<file path="src/rtl/core_sequencer.sv">
// Frame sequencer for the MNIST core: clears the core, streams one frame of pixels,
// then returns the classified digit (or a timeout marker) on a held result port.
module core_sequencer #(
    parameter int DATA_WIDTH     = 8,
    parameter int NUM_PIXELS     = 784,
    parameter int CLEAR_CYCLES   = 2,
    parameter int TIMEOUT_CYCLES = 4096
) (
    input  logic                  clk,
    input  logic                  rst_n,
    input  logic                  start,
    input  logic                  abort,
    input  logic                  s_valid,
    output logic                  s_ready,
    input  logic [DATA_WIDTH-1:0] s_pixel,
    output logic                  core_rst,
    output logic                  core_i_valid,
    output logic [DATA_WIDTH-1:0] core_pixel,
    input  logic                  core_o_valid,
    input  logic [3:0]            core_digit,
    output logic                  m_valid,
    input  logic                  m_ready,
    output logic [3:0]            m_digit,
    output logic                  m_timeout,
    output logic                  busy,
    output logic [2:0]            dbg_state
);

    // Handshakes: a pixel moves on a clock edge where s_valid && s_ready; a result
    // moves where m_valid && m_ready. Valid sides hold their data until that edge.

    localparam int PIX_W  = $clog2(NUM_PIXELS + 1);
    localparam int CLR_W  = $clog2(CLEAR_CYCLES + 1);
    localparam int WAIT_W = $clog2(TIMEOUT_CYCLES + 1);

    typedef enum logic [2:0] {
        S_IDLE   = 3'd0,
        S_CLEAR  = 3'd1,
        S_STREAM = 3'd2,
        S_WAIT   = 3'd3,
        S_RESULT = 3'd4
    } state_t;

    state_t                state_q, state_d;
    logic [CLR_W-1:0]      clr_cnt_q, clr_cnt_d;
    logic [PIX_W-1:0]      pix_cnt_q, pix_cnt_d;
    logic [WAIT_W-1:0]     wait_cnt_q, wait_cnt_d;
    logic                  s_ready_q, s_ready_d;
    logic                  core_rst_q, core_rst_d;
    logic                  core_i_valid_q, core_i_valid_d;
    logic [DATA_WIDTH-1:0] core_pixel_q, core_pixel_d;
    logic                  m_valid_q, m_valid_d;
    logic [3:0]            m_digit_q, m_digit_d;
    logic                  m_timeout_q, m_timeout_d;
    logic                  busy_q, busy_d;
    logic                  pix_hs;
    logic                  aborting;

    assign pix_hs   = s_valid && s_ready_q;
    assign aborting = abort && (state_q != S_IDLE);

    always_comb begin
        state_d        = state_q;
        clr_cnt_d      = clr_cnt_q;
        pix_cnt_d      = pix_cnt_q;
        wait_cnt_d     = wait_cnt_q;
        core_i_valid_d = 1'b0;
        core_pixel_d   = core_pixel_q;
        m_valid_d      = m_valid_q;
        m_digit_d      = m_digit_q;
        m_timeout_d    = m_timeout_q;

        case (state_q)
            S_IDLE: begin
                clr_cnt_d = '0;
                if (start && !abort) state_d = S_CLEAR;
            end
            S_CLEAR: begin
                if (clr_cnt_q == CLR_W'(CLEAR_CYCLES - 1)) begin
                    state_d   = S_STREAM;
                    clr_cnt_d = '0;
                    pix_cnt_d = '0;
                end else begin
                    clr_cnt_d = clr_cnt_q + 1'b1;
                end
            end
            S_STREAM: begin
                if (pix_hs) begin
                    core_pixel_d   = s_pixel;
                    core_i_valid_d = 1'b1;
                    if (pix_cnt_q == PIX_W'(NUM_PIXELS - 1)) begin
                        state_d    = S_WAIT;
                        pix_cnt_d  = '0;
                        wait_cnt_d = '0;
                    end else begin
                        pix_cnt_d = pix_cnt_q + 1'b1;
                    end
                end
            end
            S_WAIT: begin
                // A real result in the final wait cycle beats the timeout.
                if (core_o_valid) begin
                    m_digit_d   = core_digit;
                    m_timeout_d = 1'b0;
                    m_valid_d   = 1'b1;
                    wait_cnt_d  = '0;
                    state_d     = S_RESULT;
                end else if (wait_cnt_q == WAIT_W'(TIMEOUT_CYCLES - 1)) begin
                    m_digit_d   = 4'hF;
                    m_timeout_d = 1'b1;
                    m_valid_d   = 1'b1;
                    wait_cnt_d  = '0;
                    state_d     = S_RESULT;
                end else begin
                    wait_cnt_d = wait_cnt_q + 1'b1;
                end
            end
            S_RESULT: begin
                if (m_ready) begin
                    m_valid_d = 1'b0;
                    state_d   = S_IDLE;
                end
            end
            default: state_d = S_IDLE;
        endcase

        if (aborting) begin
            state_d        = S_IDLE;
            clr_cnt_d      = '0;
            pix_cnt_d      = '0;
            wait_cnt_d     = '0;
            core_i_valid_d = 1'b0;
            m_valid_d      = 1'b0;
        end

        core_rst_d = (state_d == S_CLEAR) || aborting;
        s_ready_d  = (state_d == S_STREAM);
        busy_d     = (state_d != S_IDLE);
    end

    always_ff @(posedge clk or negedge rst_n) begin
        if (!rst_n) begin
            state_q        <= S_IDLE;
            clr_cnt_q      <= '0;
            pix_cnt_q      <= '0;
            wait_cnt_q     <= '0;
            s_ready_q      <= 1'b0;
            core_rst_q     <= 1'b0;
            core_i_valid_q <= 1'b0;
            core_pixel_q   <= '0;
            m_valid_q      <= 1'b0;
            m_digit_q      <= 4'h0;
            m_timeout_q    <= 1'b0;
            busy_q         <= 1'b0;
        end else begin
            state_q        <= state_d;
            clr_cnt_q      <= clr_cnt_d;
            pix_cnt_q      <= pix_cnt_d;
            wait_cnt_q     <= wait_cnt_d;
            s_ready_q      <= s_ready_d;
            core_rst_q     <= core_rst_d;
            core_i_valid_q <= core_i_valid_d;
            core_pixel_q   <= core_pixel_d;
            m_valid_q      <= m_valid_d;
            m_digit_q      <= m_digit_d;
            m_timeout_q    <= m_timeout_d;
            busy_q         <= busy_d;
        end
    end

    assign s_ready      = s_ready_q;
    assign core_rst     = core_rst_q;
    assign core_i_valid = core_i_valid_q;
    assign core_pixel   = core_pixel_q;
    assign m_valid      = m_valid_q;
    assign m_digit      = m_digit_q;
    assign m_timeout    = m_timeout_q;
    assign busy         = busy_q;
    assign dbg_state    = state_q;

endmodule

</file>
<file path="config.mk">
export PLATFORM = sky130hd
export DESIGN_NAME = core_sequencer
export DESIGN_NICKNAME = d
export VERILOG_FILES = /design/src/rtl/core_sequencer.sv
export SDC_FILE = /design/constraint.sdc
export NUM_CORES = 1
export LEC_CHECK = 0
export BUFFER_PORTS_ARGS = -buffer_cell sky130_fd_sc_hd__buf_2
export CORE_ASPECT_RATIO = 1.2
export CORE_MARGIN = 2
export CORE_UTILIZATION = 45
export DETAILED_ROUTE_END_ITERATION = 8
export PLACE_DENSITY = 0.65
export RECOVER_POWER = 100
export SLEW_MARGIN = 5
export SYNTH_ARGS = -nofsm -noshare
export SYNTH_HDL_FRONTEND = slang
export SYNTH_SLANG_ARGS = --single-unit
</file>
<file path="constraint.sdc">
create_clock -name clk -period 2.06 [get_ports clk]
set_input_delay 0.103 -clock clk [delete_from_list [all_inputs] [get_ports clk]]
set_output_delay 0.103 -clock clk [all_outputs]
set_load 0.005 [all_outputs]
</file>
# --- Word level (Yosys, flattened, before mapping) ---
# Index checks and enable logic that the tools add are counted.
op_classes:
  n_reduce_logical: 18
  muxes: 34
  n_eq_ne: 14
  addsub: 3
ops:
  columns: ["operator", "count"]
  rows:
  - ["13-bit 2-to-1 mux", 5]
  - ["10-bit 2-to-1 mux", 4]
  - ["13-bit case mux with 2 select lines", 1]
  - ["3-bit 2-to-1 mux", 8]
  - ["10-bit case mux with 2 select lines", 1]
  - ["3-bit nonzero test", 6]
  - ["3-bit case mux with 5 select lines", 1]
  - ["13-bit by 1-bit adder with 13-bit output (second input constant)", 1]
  - ["13-bit by 12-bit == test with 1-bit output (second input constant)", 1]
  - ["3-bit inequality test (second input constant)", 4]
  - ["10-bit by 1-bit adder with 10-bit output (second input constant)", 1]
  - ["10-bit == test (second input constant)", 1]
  - ["3-bit by 2-bit == test with 1-bit output (second input constant)", 3]
  - ["3-bit AND reduction", 3]
  - ["1-bit 2-to-1 mux", 8]
  - ["4-bit 2-to-1 mux", 2]
  - ["3-bit by 1-bit == test with 1-bit output (second input constant)", 2]
  - ["2-bit 2-to-1 mux", 2]
  - ["4-bit inequality test (second input constant)", 1]
  - ["2-bit case mux with 2 select lines", 1]
  - ["2-bit AND reduction", 2]
  - ["3-bit == test (second input constant)", 1]
  - ["1-bit logical AND", 3]
  - ["3-bit zero test", 1]
  - ["6 further kinds", 6]
word_totals:
  register_bits: 46
  wordCells: 81
  input_bits: 19
  output_inout_bits: 21

# --- Longest topological paths before layout ---
# Gate-level depths: netlist of run 1.
logic_depth:
  depth_word: 7
  ltp_mapped: 7
  ltp_nobuf: 5

# --- Worst setup path before layout of run 1 ---
# OpenSTA, ideal clock, no wires.
synth_timing:
  path_type: "reg2reg"
  start: "register wait_cnt_q[0]"
  end: "register wait_cnt_q[8]"
  path_slack_ps: 240
  path_stages_with_launch: 8
  t_required_ps: 1928
  setup_ps: 132
  t_arrival_ps: 1687
  n_path_buf: 2
  period_less_slack_ps: 1820
  path_cell_list: "dfrtp_1 > ha_1 > nand3_1 > or4_1 > clkbuf_1 > buf_2 > a41oi_1 > a31oi_1"
synth_between:
  elab_chain_len: 5
  word_cells_on_any_way: 6
  classes_between: "1 x add/sub; 1 x eq/ne; 4 x mux"
synth_rtl:
  columns: ["item", "line", "rtl"]
  rows:
  - ["from (decl)", "47", "logic [WAIT_W-1:0] wait_cnt_q, wait_cnt_d;"]
  - ["from (signal assigned)", "159", "wait_cnt_q <= wait_cnt_d;"]
  - ["13-bit by 1-bit adder with 13-bit output / 13-bit by 12-bit == test with 1-bit output (equally long branches)", "115, 108", null]
  - ["13-bit 2-to-1 mux *", "108", "end else if (wait_cnt_q == WAIT_W'(TIMEOUT_CYCLES - 1)) begin"]
  - ["13-bit 2-to-1 mux *", "102", "if (core_o_valid) begin"]
  - ["13-bit case mux with 2 select lines *", "73", "case (state_q)"]
  - ["13-bit 2-to-1 mux *", "127", "if (aborting) begin"]
# Every way passes the cells marked *; elsewhere a longest branch is shown, timed or not.
# A chain may end at the register's enable or synchronous reset.

# --- Final worst setup path of run 1 ---
layout_timing:
  start: "register state_q[2] (netlist: dbg_state[2])"
  end: "register pix_cnt_q[4]"
layout_between:
  elab_chain_len: 4
  word_cells_on_any_way: 10
  classes_between: "4 x eq/ne; 2 x mux; 4 x reduce/logical"
layout_rtl:
  columns: ["item", "line", "rtl"]
  rows:
  - ["from (decl)", "44", "state_t state_q, state_d;"]
  - ["from (signal assigned)", "156", "state_q <= state_d;"]
  - ["3-bit nonzero test", "60", "assign aborting = abort && (state_q != S_IDLE);"]
  - ["1-bit logical AND", "60", null]
  - ["3-bit inequality test (no line) / 3-bit nonzero test (equally long branches)", null, null]
  - ["3-bit AND reduction (no line)", null, null]
  - ["to (signal assigned)", "158", "pix_cnt_q <= pix_cnt_d;"]
  - ["to (decl)", "46", "logic [PIX_W-1:0] pix_cnt_q, pix_cnt_d;"]
# Parallel ways exist; a longest one is shown, timed or not.

==> load_flow_metrics.sql, run 1 <==
INSERT INTO impl_metrics (metric_group, metric, value, unit) VALUES
('clock_tree', 'clock_tree.root_cell', 'clkbuf_8', ''),
('die', 'die_area', '0.00599', 'sq mm'),
('timing', 'rsz_0062_raised_after_global_routing', 'false', ''),
('yosys', 'post_synth.cell_area_avg', '10.2', 'sq um'),
('placement', 'pre_cts_slack', '0.0498', 'ns'),
('worst_hold_path', 'holdPathEnd', 'm_digit[2]', ''),
('die', 'rows', '29', ''),
('yosys', 'postSynthRegisterBits', '46', ''),
('yosys', 'synth_cell_type_count', '56', ''),
('global_routing', 'groute.usage.overall', '0.187', ''),
('timing', 'worst_clock_skew', '0.00813', 'ns'),
('worst_hold_path', 'hp-start', 'core_digit[2]', ''),
('yosys', 'synth.most_common_cell', 'dfrtp_1', ''),
('pwr', 'p_leak', '1.27', 'nW'),
('clock_tree', 'ctsLongestPathBuffers', '2', ''),
('run_status', 'status', 'complete, no violations', ''),
('timing', 'max_clock_freq', '530', 'MHz'),
('yosys', 'compound_gate_fraction_of_synth_area', '0.201', ''),
('setup_path', 'register_to_register_setup_slack', '0.17', 'ns'),
('cells_and_area', 'insertedDiodeCount', '0', ''),
('yosys', 'yosys.area_share.adder', '0.0103', ''),
('setup_path', 'setup.worst_path.end_class', 'flop', ''),
('timing', 'timing_max_transition_violations_final', '0', ''),
('setup_path', 'worst-setup-path-type', 'flop to flop', ''),
('yosys', 'synth_largest_type_area_fraction', '0.475', ''),
('setup_path', 'r2r-start', 'dbg_state[2]', ''),
('global_routing', 'wire_length_of_the_first_global_routing_pass', '9020', 'um'),
('yosys', 'yosysWarnings', '0', ''),
('setup_path', 'setup.worst_path.start_class', 'flop', ''),
('clock_tree', 'cts_made_buffers', '5', ''),
('die', 'die-height', '84.4', 'um'),
('setup_path', 'worstPathArrival', '2.13', 'ns'),
('timing', 'timing_hold_violations_final', '0', ''),
('yosys', 'post_synth_inst_count', '237', ''),
('clock_tree', 'tritoncts_clock_tree', 'done', ''),
('timing', 'setup-tns-final', '0', 'ns'),
('worst_hold_path', 'hp-class', 'primary input to flop', ''),
('clock_tree', 'clock_tree.htree_level_count', '2', ''),
('yosys', 'fraction_of_the_mapped_netlist_area_in_simple_logic_gates', '0.214', ''),
('global_routing', 'vias_in_the_first_global_route', '1990', ''),
('setup_path', 'timing.reg2reg.worst_path_depth', '4', ''),
('pwr', 'vdd_drop_max', '0.000508', 'V'),
('timing', 'setup_viol', '0', ''),
('yosys', 'netlist_area', '0.00242', 'sq mm'),
('cells_and_area', 'layout-drive-gt1-share', '0.234', ''),
('global_routing', 'grt_max_degree', '39', ''),
('placement', 'hpwlAfterDp', '3600', 'um'),
('placement', 'io_buffers', '39', ''),
('die', 'die_width', '71.0', 'um'),
('run', 'max_cap_violations', '0', ''),
('yosys', 'edff_count_synth', '0', ''),
('route', 'route.detailed.vias_per_inst', '5.69', ''),
('die', 'floorplan.core_area', '0.00523', 'sq mm'),
('yosys', 'async_flop_share', '1.00', ''),
('route', 'via_count', '1980', ''),
('clock_tree', 'worstSkewPairLatency', '0.30', 'ns'),
('timing', 'final_period_minus_worst_setup_slack', '1.89', 'ns'),
('timing', 'finalWorstSetupSlack', '0.172', 'ns'),
('cells_and_area', 'syn2layout_area_growth', '16.9', '%'),
('route', 'wire_per_inst', '14.4', 'um'),
('route', 'routed_wirelength', '5020', 'um'),
('yosys', 'most_area_hungry_cell_type_in_the_yosys_netlist', 'dfrtp_1', ''),
('timing', 'layout_worst_path_cycle_share', '0.917', ''),
('yosys', 'synth.area.mux_share', '0.0501', ''),
('pwr', 'power_per_cell_area', '939', 'mW/mm^2'),
('cells_and_area', 'design.final.nets', '306', ''),
('clock_tree', 'worst_setup_hold_path_clk_slew', '0.08', 'ns'),
('setup_path', 'data_required_time_at_the_worst_endpoint', '2.30', 'ns'),
('setup_path', 'reg2reg_to', 'pix_cnt_q[4]', ''),
('die', 'starting_density', '0.464', ''),
('yosys', 'synth_nets', '258', '');
==> metal layers <==
metal,vias to the layer above,wire (um),global-route usage
met2,27,2540,0.313
met5,-,0,0
met3,8,119,0.0360
li1,986,-,-
met4,0,115,0.0840
met1,959,2250,0.232
==> final cells by class <==
class                           instances  area [sq um]
Fill cell                             504          2390
Multi-Input combinational cell        166          1170
Sequential cell                        46          1150
Timing Repair Buffer                   52           268
Tap cell                               62          77.6
Clock buffer                            5          68.8
Inverter                               14          52.6
Clock inverter                          3          40.0
==> registers in the layout, summed over array words and instances (netlist names) <==
signal        count
m_digit           4
core_rst          1
wait_cnt_q       13
dbg_state         3
pix_cnt_q        10
m_timeout         1
s_ready           1
clr_cnt_q         2
busy              1
core_pixel        8
m_valid           1
core_i_valid      1
==> where the power goes <==
group	total, W	switching, W	internal [W]
Combinational	0.000827	0.000435	0.000392
Clock	0.000659	0.000302	0.000357
Sequential	0.00117	0.000102	0.00107
==> layout by cell type, fill, tap and decap left out, types with 2 or more instances in the layout <==
cell type / instances
dfrtp_1: 46
buf_2: 30
inv_1: 14
nand2_1: 14
nand3_1: 12
nor2_1: 12
clkbuf_1: 11
o21ai_0: 9
nand4_1: 8
a21oi_1: 8
mux2_2: 8
and3_1: 7
buf_4: 7
a22o_1: 6
o221ai_1: 6
nand2b_1: 5
o22a_1: 5
clkbuf_8: 5
nor3b_1: 4
nor3_1: 4
nor4_1: 4
a221o_1: 4
a31oi_1: 3
o22ai_1: 3
and4_1: 3
o2bb2ai_1: 3
o21a_1: 3
nand3b_1: 2
mux2i_1: 2
and2_1: 2
xnor2_1: 2
ha_1: 2
clkinv_2: 2
clkbuf_2: 2
==> what timing repair did <==
action / CTS / global route
hold buffers: 1 / 0
resized for setup: 0 / 2
setup buffers: 0 / 0
endpoints found under the setup margin: 0 / 15
endpoints found under the hold margin: 36 / 0
==> metrics by stage <==
step,hold WS [ns],instances
6_report,0.0159,348
5_1_grt,0.00632,348
4_1_cts,0.00488,348
3_5_place_dp,0.262,339
3_3_place_gp,0.261,339
2_1_floorplan,-0.193,237
==> worst max-delay path, cell delays in order (launching register included) <==
cell	delay, ns
dfrtp_1	0.49
or4b_4	0.63
a41oi_4	0.20
a21boi_4	0.33
a22o_1	0.19
==> worst max path at each step <==
stage / from / endpoint / slack, ns / depth (start not counted)
after floorplan: wait_cnt_q[0] / wait_cnt_q[8] / 0.24 / 7
after global placement: wait_cnt_q[0] / wait_cnt_q[11] / 0.1 / 5
after detailed placement: wait_cnt_q[0] / wait_cnt_q[11] / 0.05 / 5
after CTS: wait_cnt_q[0] / wait_cnt_q[11] / 0.04 / 5
after global routing: dbg_state[1] / wait_cnt_q[8] / 0.04 / 6
final: dbg_state[2] / pix_cnt_q[4] / 0.17 / 4
==> cell families after synthesis <==
kind of cell | count (synthesis)
AO/OA/AOI/OAI | 61
adder cells (fa/ha/maj) | 2
XOR/XNOR | 2
flip-flops | 46
AND/OR/NAND/NOR | 90
buffers and inverters | 25
multiplexers | 11
Note: power is estimated with default switching activity, not from simulation.
==> inputs of run 2 (changes only) <==
PLACE_DENSITY = 0.68   (was 0.65)
clock period = 1.7 ns   (was 2.06 ns; I/O delays follow)
==> run 2 against run 1 <==
Net effect: the run now ends with setup timing left; final cell count up 8.3%; sequential power up 21%; clock skew up 0.0028 ns; power up 29%; count of clock-buffer cells in the layout grew 3; largest power group unchanged; fmax rose by 7.4%; critical path depth up 1; critical endpoint is now wait_cnt_q[7]; highest routed layer unchanged.
==> load_flow_metrics.sql, run 2 (synthesis gave the netlist of run 1 again) <==
INSERT INTO impl_metrics (metric_group, metric, value, unit) VALUES
('pwr', 'p_leak', '1.45', 'nW'),
('global_routing', 'grt_max_degree', '25', ''),
('timing', 'layout_worst_path_cycle_share', '1.03', ''),
('timing', 'tightest_slew', '0.601', 'ns'),
('cells_and_area', 'final_core_utilization', '0.620', ''),
('setup_path', 'critical_path.max_fanout', '13', ''),
('cells_and_area', 'final_cell_mix', 'dfrtp_1 (46), buf_2 (33), buf_4 (28), inv_1 (14), nand2_1 (12)', ''),
('setup_path', 'timing.critical_path.buf_inv', '1', ''),
('timing', 'final_period_minus_worst_setup_slack', '1.76', 'ns'),
('placement', 'dpl.cell_count', '361', ''),
('global_routing', 'wire_length_of_the_first_global_routing_pass', '9920', 'um'),
('timing', 'slew_headroom', '0.599', ''),
('route', 'route.detailed.vias_per_inst', '5.70', ''),
('setup_path', 'cp_num_cells', '5', ''),
('setup_path', 'worstPathArrival', '1.92', 'ns'),
('cells_and_area', 'layout-drive-gt1-share', '0.371', ''),
('worst_hold_path', 'min_path_cells', '2', ''),
('cells_and_area', 'syn2layout_area_growth', '33.8', '%'),
('placement', 'routabilityCongestion', '0.852', ''),
('clock_tree', 'clock_tree.htree_level_count', '2', ''),
('die', 'die_area', '0.00599', 'sq mm'),
('timing', 'fin_worst_hold_slack', '0.00978', 'ns'),
('global_routing', 'antenna_found_initial', '0', ''),
('setup_path', 'data_required_time_at_the_worst_endpoint', '1.86', 'ns'),
('clock_tree', 'worstSkewPairLatency', '0.29', 'ns'),
('run_status', 'violations', 'setup timing', ''),
('cells_and_area', 'insertedDiodeCount', '0', ''),
('route', 'routed_wirelength', '5740', 'um'),
('run_status', 'status', 'finished with violations', ''),
('run', 'max_cap_violations', '0', ''),
('clock_tree', 'worst_setup_hold_path_clk_slew', '0.08', 'ns'),
('setup_path', 'timing.critical_path.slowest_stage_cell', 'or3_4', ''),
('die', 'floorplan.core_area', '0.00523', 'sq mm'),
('timing', 'worst_clock_skew', '0.0109', 'ns'),
('placement', 'pre_cts_slack', '-0.116', 'ns'),
('route', 'wire_per_inst', '15.2', 'um'),
('die', 'starting_density', '0.464', ''),
('die', 'design.portCount', '40', ''),
('route', 'drtPass1Iterations', '5', ''),
('route', 'drt.antenna.violating_nets', '0', ''),
('route', 'drt_iter0_markers', '86', ''),
('timing', 'max_clock_freq', '569', 'MHz'),
('setup_path', 'crit_path_cell_trace', 'or3_4, nor4_4, a2bb2oi_2, buf_12, o221ai_1', ''),
('setup_path', 'crit_path_leading_delay_family', 'simple AND/OR/NAND/NOR gates', ''),
('timing', 'setup_viol', '19', ''),
('global_routing', 'vias_in_the_first_global_route', '2143', ''),
('cells_and_area', 'design.final.nets', '335', ''),
('setup_path', 'worst-setup-path-type', 'flop to flop', ''),
('die', 'rows', '29', ''),
('pwr', 'power.share.clock', '0.223', ''),
('placement', 'hpwlAfterDp', '4140', 'um'),
('pwr', 'power_per_cell_area', '1060', 'mW/mm^2'),
('cells_and_area', 'largest_register_ff_count', '13', ''),
('setup_path', 'setup.worst_path.start_class', 'flop', ''),
('pwr', 'internal-power', '0.00233', 'W'),
('timing', 'timing_hold_violations_final', '0', ''),
('setup_path', 'timing.reg2reg.worst_path_depth', '5', ''),
('clock_tree', 'cts_num_sinks', '46', ''),
('timing', 'rsz_0062_raised_after_global_routing', 'true', ''),
('die', 'die_width', '71.0', 'um'),
('route', 'drc', '0', ''),
('worst_hold_path', 'hp-class', 'primary input to flop', ''),
('route', 'via_count', '2149', ''),
('cells_and_area', 'layout.cells.most_common', 'dfrtp_1', ''),
('clock_tree', 'clock_tree.root_cell', 'clkbuf_8', ''),
('timing', 'finalWorstSetupSlack', '-0.0575', 'ns'),
('setup_path', 'setup.worst_path.end_class', 'flop', ''),
('placement', 'io_buffers', '39', ''),
('clock_tree', 'cts_made_buffers', '5', ''),
('setup_path', 'worst_path_largest_cell_delay', '0.42', 'ns'),
('pwr', 'reported_net_switching_power', '0.00109', 'W'),
('clock_tree', 'ctsLongestPathBuffers', '2', ''),
('cells_and_area', 'most_flop_heavy_register', 'wait_cnt_q', ''),
('global_routing', 'leftover_overflow_at_the_end_of_global_routing', '0', ''),
('clock_tree', 'tritoncts_clock_tree', 'done', ''),
('global_routing', 'groute.usage.overall', '0.205', ''),
('timing', 'timing_max_transition_violations_final', '0', ''),
('pwr', 'seqPwrFrac', '0.414', ''),
('die', 'die-height', '84.4', 'um'),
('cells_and_area', 'instances_no_fill', '377', ''),
('pwr', 'power.switching_fraction', '0.319', ''),
('pwr', 'vdd_drop_max', '0.000574', 'V'),
('pwr', 'power.combinational.fraction', '0.363', '');
## run 2: path summary, 6_finish.rpt
path / startpoint / endpoint / slack, ns
max in group asynchronous: rst_n / wait_cnt_q[12] / 0.58
hold reg to reg: m_timeout / m_timeout / 0.49
setup / recovery: pix_cnt_q[5] / wait_cnt_q[7] / -0.06
setup reg to reg: pix_cnt_q[5] / wait_cnt_q[7] / -0.06
hold / removal: core_digit[1] / m_digit[1] / 0.01
min in group asynchronous: rst_n / clr_cnt_q[0] / 0.32
## run 2: layout make-up
class,instances,area [sq um]
inverters,14,52.6
clock buffers,8,110
multi-input cells,167,1320
repair buffers,80,527
fillers,456,1980
flip-flops and latches,46,1150
well taps,62,77.6
## run 2: worst register-to-register path, cell delays in order, from the launching register on
cell	delay, ns
dfrtp_1	0.39
or3_4	0.42
nor4_4	0.30
a2bb2oi_2	0.24
buf_12	0.17
o221ai_1	0.12
## run 2: power groups by stage
stage | Sequential (W) | Combinational (W) | Clock (W)
final | 0.00142 | 0.00124 | 0.000764
after CTS | 0.00142 | 0.00124 | 0.000789
after global placement | 0.00143 | 0.00118 | 0
after global routing | 0.00145 | 0.00137 | 0.000829
after floorplan | 0.00145 | 0.000673 | 0
after detailed placement | 0.00144 | 0.00120 | 0
## run 2: per-layer routing
layer | part of all wire | wire length, um | GRT usage | vias up
met5 | 0 | 0 | 0 | -
met4 | 0.013 | 76 | 0.0738 | 0
met3 | 0.029 | 168 | 0.0324 | 8
met2 | 0.53 | 3040 | 0.356 | 39
met1 | 0.43 | 2450 | 0.255 | 1050
li1 | - | - | - | 1052
## run 2: metrics by stage
step / power [W] / instance area, sq um / TNS, ns
final: 0.00342 / 3240 / -0.519
after detailed placement: 0.00264 / 2970 / -2.24
after floorplan: 0.00212 / 2470 / -0.359
after global routing: 0.00364 / 3240 / -2.53
after global placement: 0.00260 / 2970 / -0.875
after CTS: 0.00345 / 3180 / -0.514
## run 2: repair_timing
item,4_1_cts,5_1_grt
buffers inserted,2,2
cloned,1,0
setup endpoints to repair,33,33
pin swaps,6,11
endpoints found under the hold margin,24,0
gates resized for setup,10,18
hold buffers,3,0
==> inputs of run 3 (changes only) <==
BUFFER_PORTS_ARGS = default   (was -buffer_cell sky130_fd_sc_hd__buf_2)
CTS_CLUSTER_SIZE = 40   (was default)
DONT_BUFFER_PORTS = 1   (was default)
PLACE_DENSITY = 0.61   (was 0.68)
==> run 3 against run 2 <==
Net effect: the run still ends with setup timing left; clock skew shrank 0.0069 ns; utilization decreased by 0.34 points; combinational power down 14%; count of clock-buffer cells in the layout shrank 1; critical path depth fell by 1; die area did not move; worst setup slack better by 0.015 ns; register-to-register slack improved by 0.02 ns; routed wire length rose by 1.0%; sequential share of layout area is 0.23 points higher; cell area is 0.54% lower; first-iteration DRC count is 38% higher; largest cell class unchanged.
==> load_flow_metrics.sql, run 3 (synthesis gave the netlist of run 1 again) <==
INSERT INTO impl_metrics (metric_group, metric, value, unit) VALUES
('cells_and_area', 'design.final.nets', '316', ''),
('global_routing', 'leftover_overflow_at_the_end_of_global_routing', '0', ''),
('timing', 'finalWorstSetupSlack', '-0.0423', 'ns'),
('global_routing', 'routing_usage_on_met3', '0.0336', ''),
('timing', 'tightest_slew', '1.11', 'ns'),
('timing', 'final_period_minus_worst_setup_slack', '1.74', 'ns'),
('setup_path', 'worstPathArrival', '1.98', 'ns'),
('cells_and_area', 'final_core_utilization', '0.617', ''),
('setup_path', 'setup.worst_path.end_class', 'flop', ''),
('global_routing', 'groute.usage.overall', '0.200', ''),
('cells_and_area', 'most_flop_heavy_register', 'wait_cnt_q', ''),
('pwr', 'power_per_cell_area', '997', 'mW/mm^2'),
('run_status', 'status', 'finished with violations', ''),
('route', 'drt.antenna.violating_nets', '0', ''),
('timing', 'layout_worst_path_cycle_share', '1.02', ''),
('timing', 'max_clock_freq', '574', 'MHz'),
('timing', 'setup-tns-final', '-0.227', 'ns'),
('die', 'rows', '29', ''),
('clock_tree', 'clock_tree.htree_level_count', '2', ''),
('route', 'routed_wirelength', '5800', 'um'),
('global_routing', 'antenna_found_initial', '0', ''),
('setup_path', 'setup.worst_path.start_class', 'flop', ''),
('setup_path', 'critical_path.max_fanout', '6', ''),
('cells_and_area', 'final-seq-area', '0.00115', 'sq mm'),
('route', 'drtPass1Iterations', '5', ''),
('global_routing', 'gr_util_met2', '0.347', ''),
('clock_tree', 'worstSkewPairLatency', '0.30', 'ns'),
('cells_and_area', 'layout-drive-gt1-share', '0.321', ''),
('run_status', 'violations', 'setup timing', ''),
('die', 'floorplan.core_area', '0.00523', 'sq mm'),
('cells_and_area', 'largest_register_ff_count', '13', ''),
('timing', 'worst_clock_skew', '0.00401', 'ns'),
('pwr', 'design_power_total', '0.00322', 'W'),
('route', 'drc', '0', ''),
('clock_tree', 'tritoncts_clock_tree', 'done', ''),
('placement', 'placedInstanceArea', '0.00280', 'sq mm'),
('timing', 'slew_headroom', '0.259', ''),
('timing', 'setup_viol', '12', ''),
('clock_tree', 'cts_num_sinks', '46', ''),
('route', 'wire_per_inst', '16.2', 'um'),
('cells_and_area', 'footprint_of_the_multi_input_gates', '0.00134', 'sq mm'),
('cells_and_area', 'insertedDiodeCount', '0', ''),
('global_routing', 'grt_max_degree', '47', ''),
('placement', 'routabilityCongestion', '0.842', ''),
('timing', 'rsz_0062_raised_after_global_routing', 'true', ''),
('setup_path', 'data_required_time_at_the_worst_endpoint', '1.94', 'ns'),
('cells_and_area', 'final_cell_mix', 'dfrtp_1 (45), buf_4 (35), inv_1 (14), dlygate4sd3_1 (14), nand2_1 (13)', ''),
('route', 'route.detailed.vias_per_inst', '5.73', ''),
('clock_tree', 'worst_setup_hold_path_clk_slew', '0.08', 'ns'),
('route', 'via_count', '2050', ''),
('die', 'starting_density', '0.464', ''),
('setup_path', 'worst-setup-path-type', 'flop to flop', ''),
('die', 'die-height', '84.4', 'um'),
('cells_and_area', 'fin_area', '0.00322', 'sq mm'),
('global_routing', 'vias_in_the_first_global_route', '2118', ''),
('clock_tree', 'ctsLongestPathBuffers', '2', ''),
('worst_hold_path', 'hp-class', 'primary input to flop', ''),
('pwr', 'p_leak', '1.38', 'nW'),
('die', 'die_width', '71.0', 'um'),
('run', 'max_cap_violations', '0', ''),
('route', 'drt_iter0_markers', '119', ''),
('placement', 'hpwlAfterDp', '3780', 'um'),
('die', 'die_area', '0.00599', 'sq mm'),
('timing', 'timing_hold_violations_final', '0', ''),
('cells_and_area', 'layout.cells.most_common', 'dfrtp_1', ''),
('timing', 'timing_max_transition_violations_final', '0', ''),
('clock_tree', 'cts_made_buffers', '5', ''),
('die', 'design.portCount', '40', ''),
('global_routing', 'grt_busiest_layer', 'met2', ''),
('global_routing', 'groute.layer.met1.usage', '0.243', ''),
('cells_and_area', 'num-fill-cells', '444', ''),
('clock_tree', 'clock_tree.root_cell', 'clkbuf_8', ''),
('pwr', 'vdd_drop_max', '0.000766', 'V'),
('cells_and_area', 'syn2layout_area_growth', '33.0', '%'),
('placement', 'io_buffers', '0', ''),
('global_routing', 'wire_length_of_the_first_global_routing_pass', '9600', 'um');
==> run 3: cell type report <==
class / instances / share of cell area
clock buffers: 7 / 0.0268
clock inverters: 1 / 0.00155
inverters: 14 / 0.0163
multi-input cells: 167 / 0.414
flip-flops and latches: 46 / 0.357
well taps: 62 / 0.0241
repair buffers: 61 / 0.159
==> run 3: where the power goes <==
part	leakage, nW	switching (W)	internal, W
sequential	0.620	0.000155	0.00130
clock	0.0482	0.000360	0.000328
combinational	0.708	0.000554	0.000517
total	1.38	0.00107	0.00215
==> run 3: metal layers <==
layer	wire, um	vias up
li1	-	1015
met2	3020	25
met4	140	0
met3	116	11
met1	2520	999
met5	0	-
==> run 3: timing repair <==
item | CTS | global route
setup buffers | 5 | 4
setup endpoints to repair | 38 | 38
hold buffers | 15 | 0
hold endpoints to repair | 65 | 0
pin swaps | 7 | 7
gates resized for setup | 13 | 18
gates cloned | 1 | 0
==> run 3: worst max-delay path, cell delays in order, from the launching register on <==
cell      delay (ns)
dfrtp_2         0.46
or4b_4          0.53
a41oi_4         0.23
a21boi_4        0.28
a22o_1          0.18
==> run 3: stage by stage <==
stage                     hold WS (ns)  worst slack (ns)  std cells
after floorplan                 -0.211           -0.0324        237
after global placement          -0.209            -0.125        325
after detailed placement        -0.209            -0.183        325
after CTS                      0.00329           -0.0282        354
after global routing           0.00591           -0.0952        358
final                          0.00910           -0.0423        358
==> run 3: final timing paths <==
path	start	endpoint	slack (ns)	cells past startpoint
max reg2reg	dbg_state[2]	pix_cnt_q[4]	-0.04	4
max	dbg_state[2]	pix_cnt_q[4]	-0.04	4
max in group asynchronous	rst_n	dbg_state[2]	0.39	2
min in group asynchronous	rst_n	pix_cnt_q[5]	0.56	2
min reg2reg	core_pixel[5]	core_pixel[5]	0.54	1
min	s_valid	core_i_valid	0.009	2
